## src/rtl/hamming_encoder_tx_if.sv

```systemverilog
`default_nettype none
// ============================================================================
// Module      : hamming_encoder_tx_if
// Description : Message handshake and serial-output bundle of hamming_encoder_tx.
// Revision    : 1.0
// ============================================================================
interface hamming_encoder_tx_if;
    logic [3:0] msg;
    logic       msg_valid;
    logic       msg_ready;
    logic       flip_en;
    logic [2:0] flip_pos;
    logic       tx;
    logic       busy;
    logic       done;
    logic [7:0] codeword;

    modport master (
        output msg, msg_valid, flip_en, flip_pos,
        input  msg_ready, tx, busy, done, codeword
    );

    modport slave (
        input  msg, msg_valid, flip_en, flip_pos,
        output msg_ready, tx, busy, done, codeword
    );
endinterface
`default_nettype wire

```

## src/rtl/hamming_encoder_tx.sv

```systemverilog
`default_nettype none
// ============================================================================
// Module      : hamming_encoder_tx
// Description : Hamming(8,4) SECDED encoder with UART-style serialiser (MSB first).
// Revision    : 1.0
// ============================================================================
module hamming_encoder_tx #(
    parameter int CLKS_PER_BIT = 4
) (
    input  wire logic            clock,
    input  wire logic            nreset,
    hamming_encoder_tx_if.slave  bus
);

    localparam int c_baud_w = $clog2(CLKS_PER_BIT + 1);
    localparam logic [c_baud_w-1:0] c_baud_last = c_baud_w'(CLKS_PER_BIT - 1);

    typedef enum logic [1:0] {
        ST_IDLE  = 2'd0,
        ST_START = 2'd1,
        ST_DATA  = 2'd2,
        ST_STOP  = 2'd3
    } state_t;

    state_t                r_state;
    logic [c_baud_w-1:0]   r_baud_cnt;
    logic [2:0]            r_bit_cnt;
    logic                  r_tx;
    logic                  r_busy;
    logic                  r_done;
    logic                  r_msg_ready;
    logic [7:0]            r_codeword;

    logic                  w_accept;
    logic                  w_baud_end;
    logic [7:0]            w_flip_mask;
    logic [2:0]            w_next_bit_idx;

    // c[7:1] = {p1,p2,d3,p4,d2,d1,d0}; c[0] makes total weight even.
    function automatic logic [7:0] encode(input logic [3:0] d);
        logic [7:0] c;
        c[7] = d[3] ^ d[2] ^ d[0];
        c[6] = d[3] ^ d[1] ^ d[0];
        c[5] = d[3];
        c[4] = d[2] ^ d[1] ^ d[0];
        c[3] = d[2];
        c[2] = d[1];
        c[1] = d[0];
        c[0] = ^c[7:1];
        return c;
    endfunction

    // r_msg_ready is only ever set while in IDLE, so it alone gates acceptance.
    assign w_accept       = r_msg_ready & bus.msg_valid;
    assign w_baud_end     = (r_baud_cnt == c_baud_last);
    assign w_flip_mask    = bus.flip_en ? (8'b1 << bus.flip_pos) : 8'h00;
    assign w_next_bit_idx = 3'd6 - r_bit_cnt;

    always_ff @(posedge clock) begin
        if (!nreset) begin
            r_state     <= ST_IDLE;
            r_baud_cnt  <= '0;
            r_bit_cnt   <= '0;
            r_tx        <= 1'b1;
            r_busy      <= 1'b0;
            r_done      <= 1'b0;
            r_msg_ready <= 1'b0;
            r_codeword  <= 8'h00;
        end else begin
            r_done <= 1'b0;
            case (r_state)
                ST_IDLE: begin
                    if (w_accept) begin
                        r_codeword  <= encode(bus.msg) ^ w_flip_mask;
                        r_state     <= ST_START;
                        r_tx        <= 1'b0;
                        r_busy      <= 1'b1;
                        r_msg_ready <= 1'b0;
                        r_baud_cnt  <= '0;
                    end else begin
                        r_msg_ready <= 1'b1;
                    end
                end
                ST_START: begin
                    if (w_baud_end) begin
                        r_baud_cnt <= '0;
                        r_bit_cnt  <= '0;
                        r_state    <= ST_DATA;
                        r_tx       <= r_codeword[7];
                    end else begin
                        r_baud_cnt <= r_baud_cnt + 1'b1;
                    end
                end
                ST_DATA: begin
                    if (w_baud_end) begin
                        r_baud_cnt <= '0;
                        if (r_bit_cnt == 3'd7) begin
                            r_bit_cnt <= '0;
                            r_state   <= ST_STOP;
                            r_tx      <= 1'b1;
                        end else begin
                            r_bit_cnt <= r_bit_cnt + 3'd1;
                            r_tx      <= r_codeword[w_next_bit_idx];
                        end
                    end else begin
                        r_baud_cnt <= r_baud_cnt + 1'b1;
                    end
                end
                ST_STOP: begin
                    if (w_baud_end) begin
                        r_baud_cnt  <= '0;
                        r_state     <= ST_IDLE;
                        r_busy      <= 1'b0;
                        r_done      <= 1'b1;
                        r_msg_ready <= 1'b1;
                    end else begin
                        r_baud_cnt <= r_baud_cnt + 1'b1;
                    end
                end
                default: begin
                    r_state     <= ST_IDLE;
                    r_baud_cnt  <= '0;
                    r_bit_cnt   <= '0;
                    r_tx        <= 1'b1;
                    r_busy      <= 1'b0;
                    r_msg_ready <= 1'b0;
                end
            endcase
        end
    end

    assign bus.msg_ready = r_msg_ready;
    assign bus.tx        = r_tx;
    assign bus.busy      = r_busy;
    assign bus.done      = r_done;
    assign bus.codeword  = r_codeword;

endmodule
`default_nettype wire

```

## src/flat_wrapper.sv

```systemverilog
// flat-port wrapper written by rule: the top's interface ports become plain ports
module hamming_encoder_tx_flat 
#(
    parameter int CLKS_PER_BIT = 4
)
  (clock, nreset, bus_msg, bus_msg_valid, bus_flip_en, bus_flip_pos, bus_msg_ready, bus_tx, bus_busy, bus_done, bus_codeword);
  hamming_encoder_tx_if bus_i ();
  input  wire logic clock;
  input  wire logic nreset;
  input wire logic [$bits(bus_i.msg)-1:0] bus_msg;
  input wire logic [$bits(bus_i.msg_valid)-1:0] bus_msg_valid;
  input wire logic [$bits(bus_i.flip_en)-1:0] bus_flip_en;
  input wire logic [$bits(bus_i.flip_pos)-1:0] bus_flip_pos;
  output wire logic [$bits(bus_i.msg_ready)-1:0] bus_msg_ready;
  output wire logic [$bits(bus_i.tx)-1:0] bus_tx;
  output wire logic [$bits(bus_i.busy)-1:0] bus_busy;
  output wire logic [$bits(bus_i.done)-1:0] bus_done;
  output wire logic [$bits(bus_i.codeword)-1:0] bus_codeword;
  assign bus_i.msg = bus_msg;
  assign bus_i.msg_valid = bus_msg_valid;
  assign bus_i.flip_en = bus_flip_en;
  assign bus_i.flip_pos = bus_flip_pos;
  assign bus_msg_ready = bus_i.msg_ready;
  assign bus_tx = bus_i.tx;
  assign bus_busy = bus_i.busy;
  assign bus_done = bus_i.done;
  assign bus_codeword = bus_i.codeword;
  hamming_encoder_tx #(.CLKS_PER_BIT(CLKS_PER_BIT)) u_core (.clock(clock), .nreset(nreset), .bus(bus_i));
endmodule
```

## config.mk

```make
export PLATFORM = sky130hd
export DESIGN_NAME = hamming_encoder_tx_flat
export DESIGN_NICKNAME = d
export VERILOG_FILES = /design/src/rtl/hamming_encoder_tx_if.sv /design/src/rtl/hamming_encoder_tx.sv /design/src/flat_wrapper.sv
export SDC_FILE = /design/constraint.sdc
export NUM_CORES = 1
export LEC_CHECK = 0
export ABC_AREA = 1
export CAP_MARGIN = 10
export CORE_MARGIN = 3
export CORE_UTILIZATION = 50
export CTS_BUF_LIST = sky130_fd_sc_hd__clkbuf_8
export CTS_CLUSTER_SIZE = 25
export DETAILED_ROUTE_END_ITERATION = 8
export GPL_TIMING_DRIVEN = 0
export HOLD_SLACK_MARGIN = 0.02
export PLACE_DENSITY = 0.88
export SYNTH_ARGS = -nofsm -noshare
export SYNTH_HDL_FRONTEND = slang
export SYNTH_SLANG_ARGS = --single-unit
```

## constraint.sdc

```tcl
create_clock -name clock -period 3 [get_ports clock]
set_input_delay 0.6 -clock clock [delete_from_list [all_inputs] [get_ports clock]]
set_output_delay 0.6 -clock clock [all_outputs]
set_load 0.02 [all_outputs]
```

Word level (Yosys, flattened, before mapping)
Index checks and enable logic that the tools add are counted.

Memories kept: 0. Register bits after elaboration: 20. Input port bits: 11. Memory bits (writable): 0. Latch bits: 0. Memory bits (read-only): 0. Logic and storage cells: 72. Output and inout bits: 12.

Reductions and logical operators: 13. $lt $le $gt $ge: 1. $add $sub $neg: 3. Shifts and indexed selects: 1. Div/mod/pow operators: 0. Bitwise gates (word level): 8. Mux-type cells: 28. Eq/ne operators: 10. Multipliers: 0.

Operators with widths (number): 3-bit two-way mux (5); 3-bit case mux with 2 select lines (2); 1-bit two-way mux (10); 2-bit two-way mux (5); 2-bit by 1-bit inequality test with 1-bit output, second input constant (5); 8-bit two-way mux (1); 2-bit case mux with 4 select lines (1); 1-bit by 3-bit left shift with 8-bit output, first input constant (1); 8-bit XOR (1); 7-bit XOR reduction (1); 3-bit by 1-bit adder with 3-bit output, second input constant (2); 2-bit AND reduction (3); 3-bit AND reduction (2); 1-bit XOR (6); 5-bit AND reduction (1); 2-bit == test, second input constant (2); 3-bit by 4-bit less-than comparator with 1-bit output, second input constant (1); 1-bit case mux with 2 select lines (2); 4-bit AND reduction (1); 2-bit nonzero test (2); 1-bit binary-select mux with 3-bit select (1); 3-bit by 2-bit == test with 1-bit output, second input constant (1); 3-bit == test, second input constant (1); 1-bit case mux with 3 select lines (1); other kinds (6) (6).

Depth between registers and ports, before layout
Depth after elaboration: 6. Mapped depth: 10. Mapped depth without buffers: 10.

Worst setup path after synthesis
Ideal clock, no wire load.

Kind: register to register. Start: reg u_core.r_state[0]. End: reg u_core.r_state[1]. Cell stages (with the launch flop): 8. Library setup time: 120 ps. Setup slack: 1611 ps. Period minus slack after synthesis: 1389 ps. Buffers on the path: 0. Data arrival time: 1270 ps. Required time: 2880 ps. Cell sequence: dfxtp_1 inv_1 ha_1 or2_1 nand2_1 nand4_1 o21ai_0 a21oi_1.

Word-level cells in the longest chain between the ends: 3.

Ends and longest elaborated chain: start, declared (RTL line hamming_encoder_tx.sv:25) `state_t r_state;`; start signal, assigned (RTL line hamming_encoder_tx.sv:61) `r_state <= ST_IDLE;`; start signal, assigned (RTL line hamming_encoder_tx.sv:75) `r_state <= ST_START;`; start signal, assigned (RTL line hamming_encoder_tx.sv:88) `r_state <= ST_DATA;`; 2-bit == test (tied with other cells) (RTL line hamming_encoder_tx.sv:71) `case (r_state)`; 2-bit by 1-bit inequality test with 1-bit output (no source line); 5-bit AND reduction (no source line).

Parallel ways exist; a longest one is shown, timed or not. A chain may end at the register's enable or synchronous reset.

Final worst setup path
Start: reg u_core.r_codeword[7], in the netlist u_core.bus.codeword[7]. End: out bus_codeword[7].

RTL lines: start, declared (RTL line hamming_encoder_tx.sv:32) `logic [7:0] r_codeword;`; start signal, assigned (RTL line hamming_encoder_tx.sv:74) `r_codeword <= encode(bus.msg) ^ w_flip_mask;`; end, declared (RTL line flat_wrapper.sv:18) `output wire logic [$bits(bus_i.codeword)-1:0] bus_codeword;`.

No word-level cell between the ends.

==> results.sh <==
export IMPL_area_share_of_the_leading_cell_type_in_the_synthesized_netlist=0.323
export IMPL_power_ir_vdd_worst_mv=0.535
export IMPL_drive_gt1_frac=0.0324
export IMPL_worst_setup_path_end_kind="output pin"
export IMPL_unrepaired_setup_endpoints_after_global_routing="false"
export IMPL_crit_path_top_delay_cell="clkdlybuf4s50_1"
export IMPL_worst_setup_path_type="reg -> out"
export IMPL_cp_max_fo=4
export IMPL_grt_antenna_before_repair=0
export IMPL_outcome="complete, no violations"
export IMPL_antenna_diode_count=0
export IMPL_hold_viol_final=0
export IMPL_drtAntennaViolNets=0
export IMPL_cts_hold_buffers_added=0
export IMPL_worst_setup_path_startpoint="u_core.bus.codeword[7]"
export IMPL_yosys_most_used_dff="dfxtp_1"
export IMPL_numClockSinks=20
export IMPL_async_reset_ff_frac=0
export IMPL_count_of_pins_over_their_slew_limit=0
export IMPL_r2r_slack_ns=1.35
export IMPL_required_ns=2.40
export IMPL_synth_top_cells_by_area="dfxtp_1, nand2_1, inv_1"
export IMPL_ctsLongestPathBuffers=2
export IMPL_initial_cell_density_of_the_core=0.545
export IMPL_worstPathCellList="clkdlybuf4s50_1"
export IMPL_floorplan_die_width_um=55.8
export IMPL_max_clock_freq_ghz=0.532
export IMPL_critical_path_arrival_ns=1.28
export IMPL_fin_worst_skew_ns=0.00176
export IMPL_dp_hpwl_mm=2.06
export IMPL_die_area_um2=3110
export IMPL_design_final_nets=236
export IMPL_syn_to_final_growth_pct=26.3
export IMPL_mostFrequentLayoutCells="nand2_1, inv_1, clkdlybuf4s50_1"
export IMPL_mappedNetlistArea_um2=1240
export IMPL_first_pass_iters=4
export IMPL_start_kind="flop"
export IMPL_globalRouteOverflowTotal=0
export IMPL_route_detailed_wl_per_inst_um=11.1
export IMPL_worstReg2RegEnd="u_core.r_state[1]"
export IMPL_worst_r2r_startpoint="u_core.r_state[0]"
export IMPL_tightest_slew_ns=0.490
export IMPL_post_synth_cell_area_avg_um2=6.53
export IMPL_groute_usage_overall=0.182
export IMPL_path_depth=1
export IMPL_hold_path_class="reg -> reg"
export IMPL_via_count=1231
export IMPL_totalWireLength_mm=2.70
export IMPL_yosysTopAreaCell="dfxtp_1"
export IMPL_grt_pass1_vias=1112
export IMPL_syn_instance_count=190
export IMPL_final_hold_worst_slack_ns=0.455
export IMPL_cp_buffers_inverters=1
export IMPL_synth_ff_latch_count=20
export IMPL_core_region_area_um2=2280
export IMPL_n_fill_cell=199
export IMPL_finalCritPeriodShare=0.627
export IMPL_grt_start_max_net_pins=13
export IMPL_cp_slowest_stage_delay_ns=0.63
export IMPL_setup_viol=0
export IMPL_maxCapViolations=0
export IMPL_gp_congestion=0.843
export IMPL_clkTransAtPathRegs_ns=0.07
export IMPL_postCtsResizedCells=0
export IMPL_ios=23
export IMPL_totalNegativeSetupSlack_ns=0
export IMPL_ys_seq_area_frac=0.323
export IMPL_drc_errors_left=0
export IMPL_initialDrtViolationCount=24
export IMPL_number_of_distinct_library_cells_after_synthesis=21
export IMPL_critical_path_top_delay_family="buffers and inverters"
export IMPL_setup_worst_path_end="bus_codeword[7]"
export IMPL_grt_pass1_wl_mm=4.67
export IMPL_reg2reg_depth=7
export IMPL_post_cts_setup_buffers=0
export IMPL_postSynthNetCount=209
export IMPL_p_leak_nw=0.755
export IMPL_floorplan_die_height_um=55.8
export IMPL_port_buffers=22
export IMPL_most_frequent_standard_cell_in_the_layout_excluding_fill_and_tap_cells="nand2_1"
export IMPL_insertion_delay_of_the_later_clocked_pin_in_the_worst_skew_pair_ns=0.26
export IMPL_tritoncts="yes"
export IMPL_clock_tree_htree_level_count=1
export IMPL_pwr_density_cell_nw_per_um2=709
export IMPL_post_drt_via_cell_ratio=5.05
export IMPL_post_route_util=0.688
export IMPL_finalCriticalPeriod_ns=1.88
export IMPL_numCtsBuffers=3
export IMPL_maxSlewHeadroom=0.673
export IMPL_count_of_placed_standard_cells_including_taps=240
export IMPL_synth_warning_count=0
export IMPL_num_rows=17
export IMPL_stdcell_count=244
export IMPL_root_buffer="clkbuf_8"
export IMPL_synth_edff_count=0
## synth_stat cells, types with 2 or more instances
| cell | count |
|---|---|
| a21oi_1 | 14 |
| o21a_1 | 2 |
| xor2_1 | 7 |
| xnor2_1 | 2 |
| nand3_1 | 15 |
| nor3_1 | 4 |
| nand2_1 | 46 |
| dfxtp_1 | 20 |
| inv_2 | 2 |
| ha_1 | 8 |
| o21ai_1 | 4 |
| o21ai_0 | 8 |
| nor2_1 | 17 |
| inv_1 | 34 |
## worst min path at each step
stage	from	endpoint	slack [ns]	cells after the start
final	u_core.r_baud_cnt[2]	u_core.r_baud_cnt[2]	0.46	2
after global routing	u_core.r_baud_cnt[2]	u_core.r_baud_cnt[2]	0.48	2
after CTS	u_core.r_baud_cnt[2]	u_core.r_baud_cnt[2]	0.46	2
after detailed placement	u_core.r_baud_cnt[2]	u_core.r_baud_cnt[2]	0.44	2
after global placement	u_core.r_baud_cnt[2]	u_core.r_baud_cnt[2]	0.44	2
after floorplan	u_core.r_baud_cnt[2]	u_core.r_baud_cnt[2]	0.43	2
## power breakdown
group | switching (mW) | internal (mW) | leakage, nW
clock network | 0.0902 | 0.178 | 0.0357
registers | 0.0466 | 0.329 | 0.164
logic | 0.272 | 0.195 | 0.556
total | 0.408 | 0.702 | 0.755
## state kept, by name, summed over array words and instances, names as in the netlist
| register | cells |
|---|---|
| u_core.bus.tx | 1 |
| u_core.bus.done | 1 |
| u_core.bus.msg_ready | 1 |
| u_core.bus.codeword | 8 |
| u_core.bus.busy | 1 |
| u_core.r_baud_cnt | 3 |
| u_core.r_state | 2 |
| u_core.r_bit_cnt | 3 |
## area by class of cell
class	instances	area (um^2)	area share
multi-input combinational	132	693	0.442
tap	28	35.0	0.0224
clock buffer	3	41.3	0.0264
timing repair buffer	22	220	0.141
inverter	36	135	0.0863
sequential	20	400	0.256
clock inverter	1	30.0	0.0192
buffer	2	11.3	0.00719
## per-stage QoR
stage                     area, um^2  setup slack [ns]  total power [mW]
after floorplan                 1240              1.61             0.675
after global placement          1500             0.965             0.826
after detailed placement        1500             0.962             0.838
after CTS                       1570              1.12              1.11
after global routing            1570             0.991              1.19
final                           1570              1.12              1.11
## layer usage
layer	vias to the layer above	GRT usage	routed length (um)
li1	648	-	-
met1	553	0.237	1250
met2	27	0.311	1330
met3	3	0.0232	102
met4	0	0.0521	19
met5	-	0	0
## cell families (layout without fill, tap and decap cells)
kind of cell	count (synthesis)	count (layout)	share of synthesized area
buf+inv	38	64	0.118
compound gates	31	31	0.137
fa+ha+maj	8	8	0.0807
xor+xnor	9	9	0.0636
simple gates	84	84	0.278
flops	20	20	0.323
Power figures use the tool's default switching activity.
==> edit (same flow settings) <==
`CLKS_PER_BIT` is set to 4 in 2 places; all go to 16.
--- a/src/rtl/hamming_encoder_tx.sv
+++ b/src/rtl/hamming_encoder_tx.sv
@@ -5,7 +5,7 @@
 // Revision    : 1.0
 // ============================================================================
 module hamming_encoder_tx #(
-    parameter int CLKS_PER_BIT = 4
+    parameter int CLKS_PER_BIT = 16
 ) (
     input  wire logic            clock,
     input  wire logic            nreset,
--- a/src/flat_wrapper.sv
+++ b/src/flat_wrapper.sv
@@ -1,7 +1,7 @@
 // flat-port wrapper written by rule: the top's interface ports become plain ports
 module hamming_encoder_tx_flat 
 #(
-    parameter int CLKS_PER_BIT = 4
+    parameter int CLKS_PER_BIT = 16
 )
   (clock, nreset, bus_msg, bus_msg_valid, bus_flip_en, bus_flip_pos, bus_msg_ready, bus_tx, bus_busy, bus_done, bus_codeword);
   hamming_encoder_tx_if bus_i ();
Formal check against the unedited RTL: not equivalent (a bounded check fails within 10 cycles, from zero or initial values and one cycle with nreset low).
==> edit against the unedited design <==
- first-iteration DRC count grew 42%
- combinational power grew 25%
- global-route usage grew 0.72 points
- worst setup slack lost 10 ps
- sequential share of layout area shrank 0.38 points
- wire length grew 11%
- power grew 14%
- critical path depth is the same
- highest routed layer unchanged
- design area grew 12%
- maximum frequency shrank 0.55%
- largest power group unchanged
- via count grew 8.4%
- synthesized area grew 15%
- synthesized cell count grew 8.4%
- sequential cell count grew 2
==> edit: results (changes against the unedited design) <==
crit_slowest_cell: "clkdlybuf4s50_1"
whs_ps: 467  # +11.5 ps
path_clk_slew_ps: 90  # +20 ps
place_congestion: 0.821  # -2.5%
drt-initial-drc-count: 34  # +42%
yosys-top-cells-count: "41 x nand2_1, 33 x inv_1, 22 x dfxtp_1"
hp-start: "u_core.bus.busy$_SDFFE_PN0P_"
status: "finished clean"
viasPerCell: 5.10  # +1.0%
synth_nets: 226  # +8.1%
fillers: 223  # +12%
peakVddDrop_v: 0.000554  # +3.4%
worstReg2RegEnd: "u_core.bus.codeword[3]$_SDFFE_PN0P_"
grt_use_total_pct: 18.9  # +0.72 points
grt_first_pass_wirelength_um: 5130  # +9.9%
fin_skew_ps: 9.44  # +7.68 ps
cts_buffers: 3  # unchanged
r2r_slack_ps: 1410  # +60 ps
final_nets: 253  # +7.2%
ys_types: 32  # +52%
grt_max_degree: 14  # +1
worstMarginPinSlew_ps: 516  # +25.3 ps
r2r_cells: 8  # +1
wire_per_inst_um: 11.4  # +3.2%
synth_top_area_share_pct: 31.0  # -1.3 points
hold_end: "u_core.bus.busy$_SDFFE_PN0P_"
hp-class: "reg -> reg"
[edit: report_power, final]
group	leakage [µW]	total, µW	switching [µW]	internal, µW
Combinational	0.000590	586	343	243
Clock	0.0000357	278	100	178
Sequential	0.000180	402	47.3	354
Total	0.000806	1270	490	775
[edit: routing by layer]
metal,GRT usage [%],part of all wire (%),vias to the layer above
li1,-,-,705
met4,5.83,1.3,0
met3,1.96,3.3,4
met5,0,0,-
met1,20.9,42,598
met2,36.8,54,28
[edit: logic make-up (layout without fill, tap and decap cells)]
group / after synthesis / in the layout / synth area share [%]
flip-flops: 22 / 22 / 31.0
adder cells (fa/ha/maj): 9 / 9 / 7.93
XOR/XNOR: 10 / 10 / 6.70
buffers and inverters: 42 / 68 / 11.4
AND/OR/NAND/NOR: 87 / 87 / 28.3
AO/OA/AOI/OAI: 36 / 36 / 14.7
[edit: tightest hold or removal path: cells and delay by family, from the launching register on]
family          cells  cell delay (ps)
flops               1              320
simple gates        1               60
compound gates      1               50
[edit: cell type report]
type                    instances  area (µm²)  area share, %
plain buffers                   4        17.5           1.00
clock buffers                   3        41.3           2.36
clock inverters                 1        30.0           1.72
inverters                      38         144           8.23
multi-input cells             142         818           46.8
flip-flops and latches         22         440           25.2
well taps                      30        37.5           2.15
repair buffers                 22         220           12.6
[edit: through the flow]
step	total power [µW]	setup slack, ps	area (µm²)	instances
detailed placement	990	998	1680	258
global placement	975	1030	1680	258
finish	1270	1110	1750	262
floorplan	812	1640	1420	206
CTS	1270	1110	1750	262
global route	1360	1070	1750	262
